===== src/rtl/gray_pkg.sv =====
// Shared constants, state encoding and Gray decode for the Gray step-counter monitor.
package gray_pkg;

    localparam int GRAY_W = 3;
    localparam logic [2:0] LAP_PREV = 3'd7;

    typedef enum logic [1:0] {
        S_INIT  = 2'd0,
        S_TRACK = 2'd1,
        S_FAULT = 2'd2
    } state_e;

    function automatic logic [2:0] gray2bin(input logic [2:0] g);
        return {g[2], g[2] ^ g[1], g[2] ^ g[1] ^ g[0]};
    endfunction

endpackage


===== src/rtl/gray_monitor_if.sv =====
// Sample bus from the upstream Gray step counter into the monitor.
interface gray_monitor_if;
    import gray_pkg::*;

    logic              Sample;
    logic [GRAY_W-1:0] GrayIn;
    logic              OverflowIn;

    modport master (output Sample, output GrayIn, output OverflowIn);
    modport slave  (input  Sample, input  GrayIn, input  OverflowIn);
endinterface


===== src/rtl/gray_to_bin.sv =====
// Combinational 3-bit Gray to binary decoder.
module gray_to_bin
    import gray_pkg::*;
(
    input  logic [2:0] gray_i,
    output logic [2:0] bin_o
);
    assign bin_o = gray2bin(gray_i);
endmodule


===== src/rtl/gray_monitor.sv =====
// Tracks the upstream Gray counter: decodes samples, flags illegal steps,
// counts laps and illegal steps, and cross-checks the sticky overflow flag.
module gray_monitor #(
    parameter int CNT_W  = 8,
    parameter int GRAY_W = 3
) (
    input  logic             Clk,
    input  logic             Reset,
    gray_monitor_if.slave    mon,
    output logic [2:0]       Binary,
    output logic             StepErr,
    output logic             Locked,
    output logic             OvfErr,
    output logic [CNT_W-1:0] LapCount,
    output logic [CNT_W-1:0] ErrCount
);
    import gray_pkg::*;

    if (GRAY_W != 3) begin : g_bad_width
        $error("gray_monitor: GRAY_W must be 3");
    end

    localparam logic [CNT_W-1:0] CNT_MAX = {CNT_W{1'b1}};

    state_e           state_q, state_d;
    logic [2:0]       prev_q, prev_d;
    logic [2:0]       binary_q, binary_d;
    logic             step_err_q, step_err_d;
    logic             locked_q, locked_d;
    logic             ovf_err_q, ovf_err_d;
    logic [CNT_W-1:0] lap_cnt_q, lap_cnt_d;
    logic [CNT_W-1:0] err_cnt_q, err_cnt_d;
    logic [2:0]       dec;

    gray_to_bin u_dec (
        .gray_i (mon.GrayIn),
        .bin_o  (dec)
    );

    always_comb begin
        state_d    = state_q;
        prev_d     = prev_q;
        binary_d   = binary_q;
        step_err_d = 1'b0;
        ovf_err_d  = ovf_err_q;
        lap_cnt_d  = lap_cnt_q;
        err_cnt_d  = err_cnt_q;

        if (mon.Sample) begin
            binary_d = dec;
            case (state_q)
                S_INIT: begin
                    prev_d  = dec;
                    state_d = S_TRACK;
                end
                S_TRACK: begin
                    // A repeated value is a legal hold and changes nothing.
                    if (dec != prev_q) begin
                        if (prev_q != LAP_PREV && dec == prev_q + 3'd1) begin
                            prev_d = dec;
                        end else if (prev_q == LAP_PREV && dec == 3'd0) begin
                            if (lap_cnt_q != CNT_MAX) lap_cnt_d = lap_cnt_q + 1'b1;
                            if (!mon.OverflowIn) ovf_err_d = 1'b1;
                            prev_d = 3'd0;
                        end else if (dec == 3'd0) begin
                            prev_d = 3'd0;
                        end else begin
                            step_err_d = 1'b1;
                            if (err_cnt_q != CNT_MAX) err_cnt_d = err_cnt_q + 1'b1;
                            state_d = S_FAULT;
                        end
                    end
                end
                S_FAULT: begin
                    // Only a zero sample resynchronises; prev is stale until then.
                    if (dec == 3'd0) begin
                        prev_d  = 3'd0;
                        state_d = S_TRACK;
                    end
                end
                default: state_d = S_INIT;
            endcase
        end

        locked_d = (state_d == S_TRACK);
    end

    always_ff @(posedge Clk) begin
        if (Reset) begin
            state_q    <= S_INIT;
            prev_q     <= 3'd0;
            binary_q   <= 3'd0;
            step_err_q <= 1'b0;
            locked_q   <= 1'b0;
            ovf_err_q  <= 1'b0;
            lap_cnt_q  <= '0;
            err_cnt_q  <= '0;
        end else begin
            state_q    <= state_d;
            prev_q     <= prev_d;
            binary_q   <= binary_d;
            step_err_q <= step_err_d;
            locked_q   <= locked_d;
            ovf_err_q  <= ovf_err_d;
            lap_cnt_q  <= lap_cnt_d;
            err_cnt_q  <= err_cnt_d;
        end
    end

    assign Binary   = binary_q;
    assign StepErr  = step_err_q;
    assign Locked   = locked_q;
    assign OvfErr   = ovf_err_q;
    assign LapCount = lap_cnt_q;
    assign ErrCount = err_cnt_q;

endmodule

===== src/flat_wrapper.sv =====
// flat-port wrapper written by rule: the top's interface ports become plain ports
module gray_monitor_flat import gray_pkg::*;
#(
    parameter int CNT_W  = 8,
    parameter int GRAY_W = 3
)
  (Clk, Reset, Binary, StepErr, Locked, OvfErr, LapCount, ErrCount, mon_Sample, mon_GrayIn, mon_OverflowIn);
  gray_monitor_if mon_i ();
  input  logic Clk;
  input  logic Reset;
  output logic [2:0] Binary;
  output logic StepErr;
  output logic Locked;
  output logic OvfErr;
  output logic [CNT_W-1:0] LapCount;
  output logic [CNT_W-1:0] ErrCount;
  input wire logic [$bits(mon_i.Sample)-1:0] mon_Sample;
  input wire logic [$bits(mon_i.GrayIn)-1:0] mon_GrayIn;
  input wire logic [$bits(mon_i.OverflowIn)-1:0] mon_OverflowIn;
  assign mon_i.Sample = mon_Sample;
  assign mon_i.GrayIn = mon_GrayIn;
  assign mon_i.OverflowIn = mon_OverflowIn;
  gray_monitor #(.CNT_W(CNT_W), .GRAY_W(GRAY_W)) u_core (.Clk(Clk), .Reset(Reset), .mon(mon_i), .Binary(Binary), .StepErr(StepErr), .Locked(Locked), .OvfErr(OvfErr), .LapCount(LapCount), .ErrCount(ErrCount));
endmodule

===== config.mk =====
export PLATFORM = sky130hd
export DESIGN_NAME = gray_monitor_flat
export DESIGN_NICKNAME = d
export VERILOG_FILES = /design/src/rtl/gray_pkg.sv /design/src/rtl/gray_monitor_if.sv /design/src/rtl/gray_to_bin.sv /design/src/rtl/gray_monitor.sv /design/src/flat_wrapper.sv
export SDC_FILE = /design/constraint.sdc
export NUM_CORES = 1
export LEC_CHECK = 0
export ABC_AREA = 1
export BUFFER_PORTS_ARGS = -buffer_cell sky130_fd_sc_hd__buf_2
export CAP_MARGIN = 0
export CORE_ASPECT_RATIO = 1.1
export CORE_MARGIN = 1
export CORE_UTILIZATION = 45
export DETAILED_ROUTE_END_ITERATION = 7
export GPL_ROUTABILITY_DRIVEN = 0
export GPL_TIMING_DRIVEN = 0
export PLACE_DENSITY_LB_ADDON = 0.05
export SETUP_SLACK_MARGIN = 0.5
export SYNTH_ARGS = -nofsm -noshare
export SYNTH_HDL_FRONTEND = slang
export SYNTH_SLANG_ARGS = --single-unit

===== constraint.sdc =====
create_clock -name Clk -period 4.4 [get_ports Clk]
set_input_delay 1.32 -clock Clk [delete_from_list [all_inputs] [get_ports Clk]]
set_output_delay 1.32 -clock Clk [all_outputs]
set_load 0.05 [all_outputs]

After elaboration in Yosys (flattened, before gate mapping)
Cells that the tools add are included.

Bits in registers: 27. Input bits: 7. Output and inout bits: 22.

Eq/ne operators: 10. Reductions and logical operators: 10. Multiplexer cells: 13. Bitwise logic cells: 9. $add $sub $neg: 3.

Operator list (number): adder 8 x 1 -> 8 bit (second input constant) (2); != test 8 bit (second input constant) (2); two-way mux 2 bit (6); two-way mux 3 bit (4); AND reduction 6 bit (2); case mux 3 bit (3 select lines) (1); inverter 1 bit (7); AND reduction 7 bit (1); case mux 2 bit (3 select lines) (1); OR reduction 6 bit (1); equality test 2 x 1 -> 1 bit (second input constant) (2); adder 3 x 1 -> 3 bit (second input constant) (1); equality test 3 bit (1); equality test 3 bit (second input constant) (1); zero test 3 bit (1); != test 3 bit (1); != test 3 bit (second input constant) (1); AND reduction 3 bit (1); nonzero test 3 bit (1); equality test 2 bit (second input constant) (1); logical AND 1 bit (2); zero test 2 bit (1); != test 2 x 1 -> 1 bit (second input constant) (1); XOR 1 bit (2); two-way mux 1 bit (1).

Longest topological paths before layout
Gate-level depths: netlist (run 1).

Word-level depth: 10. Gate-level depth with buffers: 17. Gate-level depth less buffers: 17.

By module
A second synthesis (run 1) with hierarchy kept.

Cells, all modules: 235. Area, all modules: 1655.3 µm².

Modules (own cells, without submodules): gray_monitor (area each 1604.0 µm², times used 1, sequential area each 540.5 µm², cells an instance 223); gray_to_bin (area each 51.3 µm², times used 1, sequential area each 0.0 µm², cells an instance 12).

Worst setup path after synthesis (run 1)
No wires, ideal clock.

Path kind: in2reg. From: input port mon_GrayIn[2]. To: register u_core.err_cnt_q[2], in the netlist u_core.ErrCount[2]. Path slack: 1.411 ns. Arrival time: 2.872 ns. Buffers on the path: 0. Stages: 15. Cell sequence: inv_2 nand2_2 nand2_1 inv_1 ha_1 xnor2_1 nor2_4 nand2_4 nand2_2 nor2_2 nand2_4 inv_4 nand3_1 nand2_1 nor2_1.

Word-level cells in the longest chain between the ends: 6. Elaborated cells on any way between the ends: 11. Classes of those cells: eq/ne (2); bitwise (5); reduce/logical (4).

Ends and longest elaborated chain: from (decl) (line flat_wrapper.sv:18) `input wire logic [$bits(mon_i.GrayIn)-1:0] mon_GrayIn;`; XOR 1 bit * (2 in series) (line gray_pkg.sv:14) `return {g[2], g[2] ^ g[1], g[2] ^ g[1] ^ g[0]};`; via u_core.dec[0] (line gray_monitor.sv:33) `logic [2:0] dec;`; equality test 3 bit / zero test 3 bit (equally long branches) (line gray_monitor.sv:59, gray_monitor.sv:61, gray_monitor.sv:65); logical AND 1 bit, on equally long branches (line gray_monitor.sv:59, gray_monitor.sv:61); inverter 1 bit (no line); AND reduction 7 bit (no line) *; to (signal assigned) (line gray_monitor.sv:106) `err_cnt_q <= err_cnt_d;`; to (decl) (line gray_monitor.sv:32) `logic [CNT_W-1:0] err_cnt_q, err_cnt_d;`.

Mark *: on every way through the listed nets, which the timed path passes. The rest lies on a longest branch. A chain may end at the register's enable or synchronous reset.

Final worst setup path (run 1)
From: input port mon_GrayIn[2]. To: register u_core.lap_cnt_q[0], in the netlist u_core.LapCount[0].

Word-level cells in the longest chain between the ends: 6. Elaborated cells on any way between the ends: 9. Classes of those cells: eq/ne (2); bitwise (3); reduce/logical (4).

Ends and longest elaborated chain: XOR 1 bit * (2 in series) (line gray_pkg.sv:14); via u_core.dec[0] (line gray_monitor.sv:33); equality test 3 bit (line gray_monitor.sv:59) `if (prev_q != LAP_PREV && dec == prev_q + 3'd1) begin`; logical AND 1 bit (line gray_monitor.sv:59); inverter 1 bit (no line); AND reduction 6 bit (no line) *; to (signal assigned) (line gray_monitor.sv:105) `lap_cnt_q <= lap_cnt_d;`; to (decl) (line gray_monitor.sv:31) `logic [CNT_W-1:0] lap_cnt_q, lap_cnt_d;`.

Marked as above.

==> impl_metrics.csv, run 1 <==
group,metric,value,unit
outcome,outcome,"finished, final reports clean",
clock_tree,h-tree-depth,1,
worst_setup_path,reg2reg_from,"u_core.prev_q[0]$_SDFFE_PP0P_",
global_routing,top_usage_layer,"met2",
drt,routed-via-count,1565,
run,cap_violations,0,
place,io_buffers,28,
sta,min_period_over_period,68.9,%
layout,instances_no_fill,318,
clock_tree,clk_latency,0.33,ns
logic_synthesis,ys_seq_elements,27,
worst_setup_path,cp_num_buf_inv,3,
sta,rsz0062_at_grt,"false",
layout,final_nets,287,
floorplanning,core-area,0.00341,mm2
logic_synthesis,ys_warn_count,0,
clock_tree,cts_hold_buf,0,
global_routing,grt_overflow,0,
worst_setup_path,cp-start-kind,"input port",
floorplanning,ios,29,
worst_setup_path,end_kind,"flip-flop",
worst_setup_path,crit_type,"in2reg",
global_routing,use_met2,34.7,%
worst_setup_path,crit_path_cell_trace,"buf_2, inv_2, nand2_2, nand2_1, inv_1, ha_1, xnor2_1, nor2_4, nand2_4, nand2_2, nor2_4, nand2_4, xor2_1, nor2_1",
drt,remaining_drc_errors,0,
logic_synthesis,syn_area,0.00166,mm2
worst_setup_path,critPathMaxStageDelay,0.35,ns
global_routing,grt_pass1_wl,6180,um
clock_tree,ctsResizeCount,0,
worst_setup_path,reg2reg_depth,12,
drt,drt_pre_antenna_iters,4,
global_routing,grt_pass1_vias,1440,
worst_setup_path,crit_start,"mon_GrayIn[2]",
sta,tightest_slew,0.499,ns
power,leakage,0.922,nW
hold_path,hold_start,"u_core.OvfErr$_SDFFE_PP0P_",
sta,tns,0,ns
layout,antenna_cells,0,
logic_synthesis,syn-mean-instance-area,6.97,um2
sta,fin_ws,1.37,ns
global_routing,grt_usage,20.2,%
logic_synthesis,synth_nets,254,
sta,finClkSkew,0.000802,ns
layout,drive_above_1_share,18.5,%
logic_synthesis,netlist_instances,238,
drt,wl,3560,um
worst_setup_path,crit_fanout,9,
sta,timing.fmax,0.330,GHz
clock_tree,cts_setup_buffers,0,
drt,avgViaCountPerCell,4.92,
clock_tree,cts_buffers,3,
sta,hold_ws,0.462,ns
power,peakVddDrop,169,uV
worst_setup_path,slowest_stage,"ha_1",
floorplanning,num_rows,22,
sta,hold_viol,0,
hold_path,hold_path.class,"reg2reg",
worst_setup_path,crit_required,4.62,ns
hold_path,min_path_cells,2,
sta,period_needed,3.03,ns
floorplanning,die_y,65.7,um
clock_tree,root_buffer,"clkbuf_4",
layout,areaGrowthSynthToFinish,13.9,%
logic_synthesis,seq_area_frac_synth,32.6,%
global_routing,antenna_found_initial,0,
worst_setup_path,cp.depth,14,
drt,wire_per_inst,11.2,um
layout,final_common_cell,"nand2_1",
place,dp_hpwl,2660,um
global_routing,use_met1,26.4,%
layout,mostFrequentLayoutCells,"nand2_1 (60), buf_2 (28), inv_1 (27), dfxtp_1 (27), nand3_1 (20)",
floorplanning,chipWidth,59.9,um
drt,drtIter0Drc,91,
floorplanning,initial_core_util,48.6,%
place,place_inst,314,
logic_synthesis,synth.distinct_cells,26,
clock_tree,clock-sinks,27,
power,total_power,494,uW
sta,report.final.slew_viol_count,0,
global_routing,grt_max_degree,17,
place,postPlaceCellArea,0.00186,mm2
global_routing,grt_use_met3,2.36,%
layout,final_util,55.3,%
place,post-place-ws,0.989,ns
drt,ant_nets,0,
worst_setup_path,path_delay_family,"simple AND/OR/NAND/NOR gates",
clock_tree,clock_path_buffers,2,
floorplanning,die_area,0.00393,mm2
clock_tree,cts_tree,"done",
power,power_per_cell_area,262,mW/mm2
sta,maxSlewHeadroom,66.7,%
worst_setup_path,arrival,3.25,ns
sta,setup_viol_count_final,0,
layout,final_cell_area,0.00189,mm2
clock_tree,path_clk_slew,0.16,ns
==> state kept, by name (all words and copies together) (netlist names) <==
signal           cells
u_core.ErrCount      8
u_core.LapCount      8
u_core.Binary        3
u_core.prev_q        3
u_core.state_q       2
u_core.Locked        1
u_core.OvfErr        1
u_core.StepErr       1
==> cell usage after synthesis (all sizes together) <==
library cell,count,area [um2]
nand3,20,100
a21oi,19,95.1
dfxtp,27,541
nor2,24,113
and3,1,6.26
ha,9,113
nand3b,1,20.0
xnor2,4,35.0
a31oi,1,6.26
nor3,3,15.0
inv,29,111
clkbuf,2,7.51
nand2,69,302
nor4,2,12.5
o21ai,11,55.1
o211ai,1,7.51
nand4,6,37.5
xor2,8,70.1
buf,1,11.3
==> layout make-up <==
type,count,area (um2)
clock inverter,1,7.51
tap,48,60.1
multi-input combinational,179,987
sequential,27,541
clock buffer,3,22.5
timing repair buffer,28,140
inverter,29,111
fill,386,1530
buffer,3,18.8
==> routing by layer <==
| layer | share of wire (%) | wire (um) |
|---|---|---|
| met1 | 50 | 1780 |
| met2 | 47 | 1660 |
| met3 | 2.8 | 99 |
| met4 | 0.70 | 25 |
| met5 | 0 | 0 |
==> logic make-up after synthesis <==
logic type	share of synthesized area (%)
DFF	32.6
buffers and inverters	7.85
AOI/OAI and AO/OA	9.89
and+or+nand+nor	36.5
xor gates and xnor gates	6.34
adders and majority gates	6.79
==> tightest hold or removal path, cell delays in order (launching register included) <==
cell     delay [ns]
dfxtp_1        0.34
inv_1          0.04
a21oi_1        0.05
==> report_power, final <==
| part | switching [mW] | internal [mW] |
|---|---|---|
| clock network | 0.0786 | 0.0347 |
| registers | 0.00774 | 0.253 |
| logic | 0.0824 | 0.0380 |
| total | 0.169 | 0.325 |
==> path summary, 6_finish.rpt <==
check                                                  endpoint  slack (ns)
worst max-delay path            u_core.LapCount[0]$_SDFFE_PP0P_        1.37
worst min-delay path                 u_core.OvfErr$_SDFFE_PP0P_        0.46
worst max register to register  u_core.LapCount[0]$_SDFFE_PP0P_        2.42
worst min register to register       u_core.OvfErr$_SDFFE_PP0P_        0.46
Note: power is estimated with default switching activity, not from simulation.
==> run 2: changes to the inputs <==
==> constraint.sdc (replaced) <==
create_clock -name Clk -period 2.65 [get_ports Clk]
set_input_delay 0.795 -clock Clk [delete_from_list [all_inputs] [get_ports Clk]]
set_output_delay 0.795 -clock Clk [all_outputs]
set_load 0.05 [all_outputs]
==> run 2 against run 1 <==
- clock skew is essentially flat
- clock power rose by 61%
- register-to-register slack got worse by 1.9 ns
- highest routed layer unchanged
- sequential cell count did not move
- non-clock buffer count grew 14
- critical path type unchanged
- die area unchanged
- hold slack improved by 0.022 ns
- worst setup slack worse by 0.88 ns
- global-route usage up 1.2 points
- power increased by 75%
- critical path depth grew 2
==> impl_metrics.csv, run 2 (synthesis gave the netlist of run 1 again) <==
group,metric,value,unit
worst_setup_path,crit_fanout,6,
sta,finClkSkew,0.000920,ns
sta,maxSlewHeadroom,65.0,%
sta,hold_viol,0,
worst_setup_path,slowest_stage,"ha_4",
run,cap_violations,0,
layout,nFillCells,335,
clock_tree,cts_tree,"done",
power,total_power,864,uW
sta,rsz0062_at_grt,"true",
layout,antenna_cells,0,
layout,final_cell_area,0.00219,mm2
clock_tree,clock-sinks,27,
worst_setup_path,critPathMaxStageDelay,0.29,ns
power,power_per_cell_area,395,mW/mm2
global_routing,grt_pass1_wl,6490,um
global_routing,grt_max_degree,16,
drt,avgViaCountPerCell,4.97,
floorplanning,die_area,0.00393,mm2
sta,timing.fmax,0.463,GHz
global_routing,grt_pass1_vias,1478,
power,peakVddDrop,310,uV
worst_setup_path,path_delay_family,"simple AND/OR/NAND/NOR gates",
sta,report.final.slew_viol_count,0,
clock_tree,clk_latency,0.32,ns
worst_setup_path,cp_num_buf_inv,6,
layout,final_common_cell,"nand2_1",
drt,routed-via-count,1649,
clock_tree,clock_path_buffers,2,
floorplanning,chipWidth,59.9,um
drt,wire_per_inst,11.6,um
clock_tree,cts_buffers,3,
layout,final_nets,301,
clock_tree,path_clk_slew,0.15,ns
sta,tightest_slew,0.526,ns
sta,setup_viol_count_final,0,
drt,ant_nets,0,
worst_setup_path,critical_path.most_common_cell,"nor2_1",
worst_setup_path,end_kind,"flip-flop",
global_routing,grt_usage,21.4,%
layout,mostFrequentLayoutCells,"nand2_1 (55), buf_2 (26), dfxtp_1 (26)",
worst_setup_path,crit_path_cell_trace,"buf_12, inv_12, nand2_8, nand2_4, inv_4, ha_4, nand2_2, inv_2, nor2_1, nor2_1, nand2_2, and3_4, buf_8, buf_6, a31oi_4, nor2_1",
drt,remaining_drc_errors,0,
clock_tree,h-tree-depth,1,
place,postPlaceCellArea,0.00194,mm2
drt,wl,3840,um
floorplanning,ios,29,
outcome,outcome,"finished, final reports clean",
global_routing,grt_overflow,0,
layout,drive_above_1_share,28.2,%
power,leakage,1.02,nW
place,dp_hpwl,2680,um
floorplanning,die_y,65.7,um
drt,drtIter0Drc,77,
place,io_buffers,28,
floorplanning,core-area,0.00341,mm2
sta,hold_ws,0.483,ns
worst_setup_path,r2r_slack,0.56,ns
layout,areaGrowthSynthToFinish,31.9,%
worst_setup_path,crit_type,"in2reg",
worst_setup_path,cp-start-kind,"input port",
clock_tree,root_buffer,"clkbuf_4",
worst_setup_path,crit_required,2.89,ns
floorplanning,num_rows,22,
sta,period_needed,2.16,ns
floorplanning,initial_core_util,48.6,%
hold_path,hold_path.class,"reg2reg",
worst_setup_path,arrival,2.40,ns
sta,min_period_over_period,81.5,%
drt,drt_pre_antenna_iters,4,
global_routing,antenna_found_initial,0,
-- run 2: changes by cell type in the layout (fill, tap and decap cells not counted), sizes merged --
cell / before / now
clkinv: 0 / 1
buf: 29 / 43
clkinvlp: 1 / 0
-- run 2: path summary, 6_finish.rpt --
path	endpoint	start	depth (start not counted)
hold reg to reg	u_core.OvfErr$_SDFFE_PP0P_	u_core.OvfErr$_SDFFE_PP0P_	2
setup reg to reg	u_core.LapCount[4]$_SDFFE_PP0P_	u_core.prev_q[0]$_SDFFE_PP0P_	13
setup / recovery	u_core.LapCount[4]$_SDFFE_PP0P_	mon_GrayIn[1]	16
hold / removal	u_core.OvfErr$_SDFFE_PP0P_	u_core.OvfErr$_SDFFE_PP0P_	2
-- run 2: metal layers --
| metal | track usage [%] | routed length, um | part of all wire, % | vias up |
|---|---|---|---|---|
| met5 | 0 | 0 | 0 | - |
| met4 | 5.23 | 40 | 1.0 | 0 |
| met3 | 2.56 | 187 | 4.9 | 5 |
| met2 | 35.4 | 1850 | 48 | 35 |
| met1 | 29.3 | 1760 | 46 | 743 |
| li1 | - | - | - | 866 |
-- run 2: area by class of cell --
type	count	area, um2	share of cell area (%)
multi-input cells	179	1100	50.2
flip-flops and latches	27	542	24.8
repair buffers	42	292	13.3
inverters	29	145	6.64
well taps	48	60.1	2.75
clock buffers	3	22.5	1.03
plain buffers	3	22.5	1.03
clock inverters	1	5.00	0.229
-- run 2: stage by stage --
stage | setup slack (ns) | cells | util, % | TNS [ns]
finish | 0.490 | 332 | 64.1 | 0
global route | 0.429 | 332 | 64.1 | 0
CTS | 0.469 | 329 | 61.8 | 0
detailed placement | -0.0758 | 314 | 56.7 | -0.165
global placement | -0.0579 | 314 | 56.7 | -0.0672
floorplan | 0.394 | 238 | - | 0
-- run 2: what timing repair did --
item,CTS,global route
pin swaps,9,16
setup endpoints to repair,21,20
gates resized for setup,18,10
buffers inserted,11,3
hold buffers,0,0
-- run 2: worst min-delay path, delay by kind of cell (launching register included) --
kind / cells / cell delay [ns]
flip-flops: 1 / 0.35
buffers and inverters: 1 / 0.07
AO/OA/AOI/OAI: 1 / 0.05
-- run 2: report_power, final --
part | internal [mW] | switching (mW) | leakage [nW] | total [mW]
clock | 0.0567 | 0.125 | 0.0177 | 0.182
combinational | 0.0934 | 0.155 | 0.777 | 0.248
sequential | 0.420 | 0.0138 | 0.220 | 0.434
total | 0.570 | 0.294 | 1.02 | 0.864
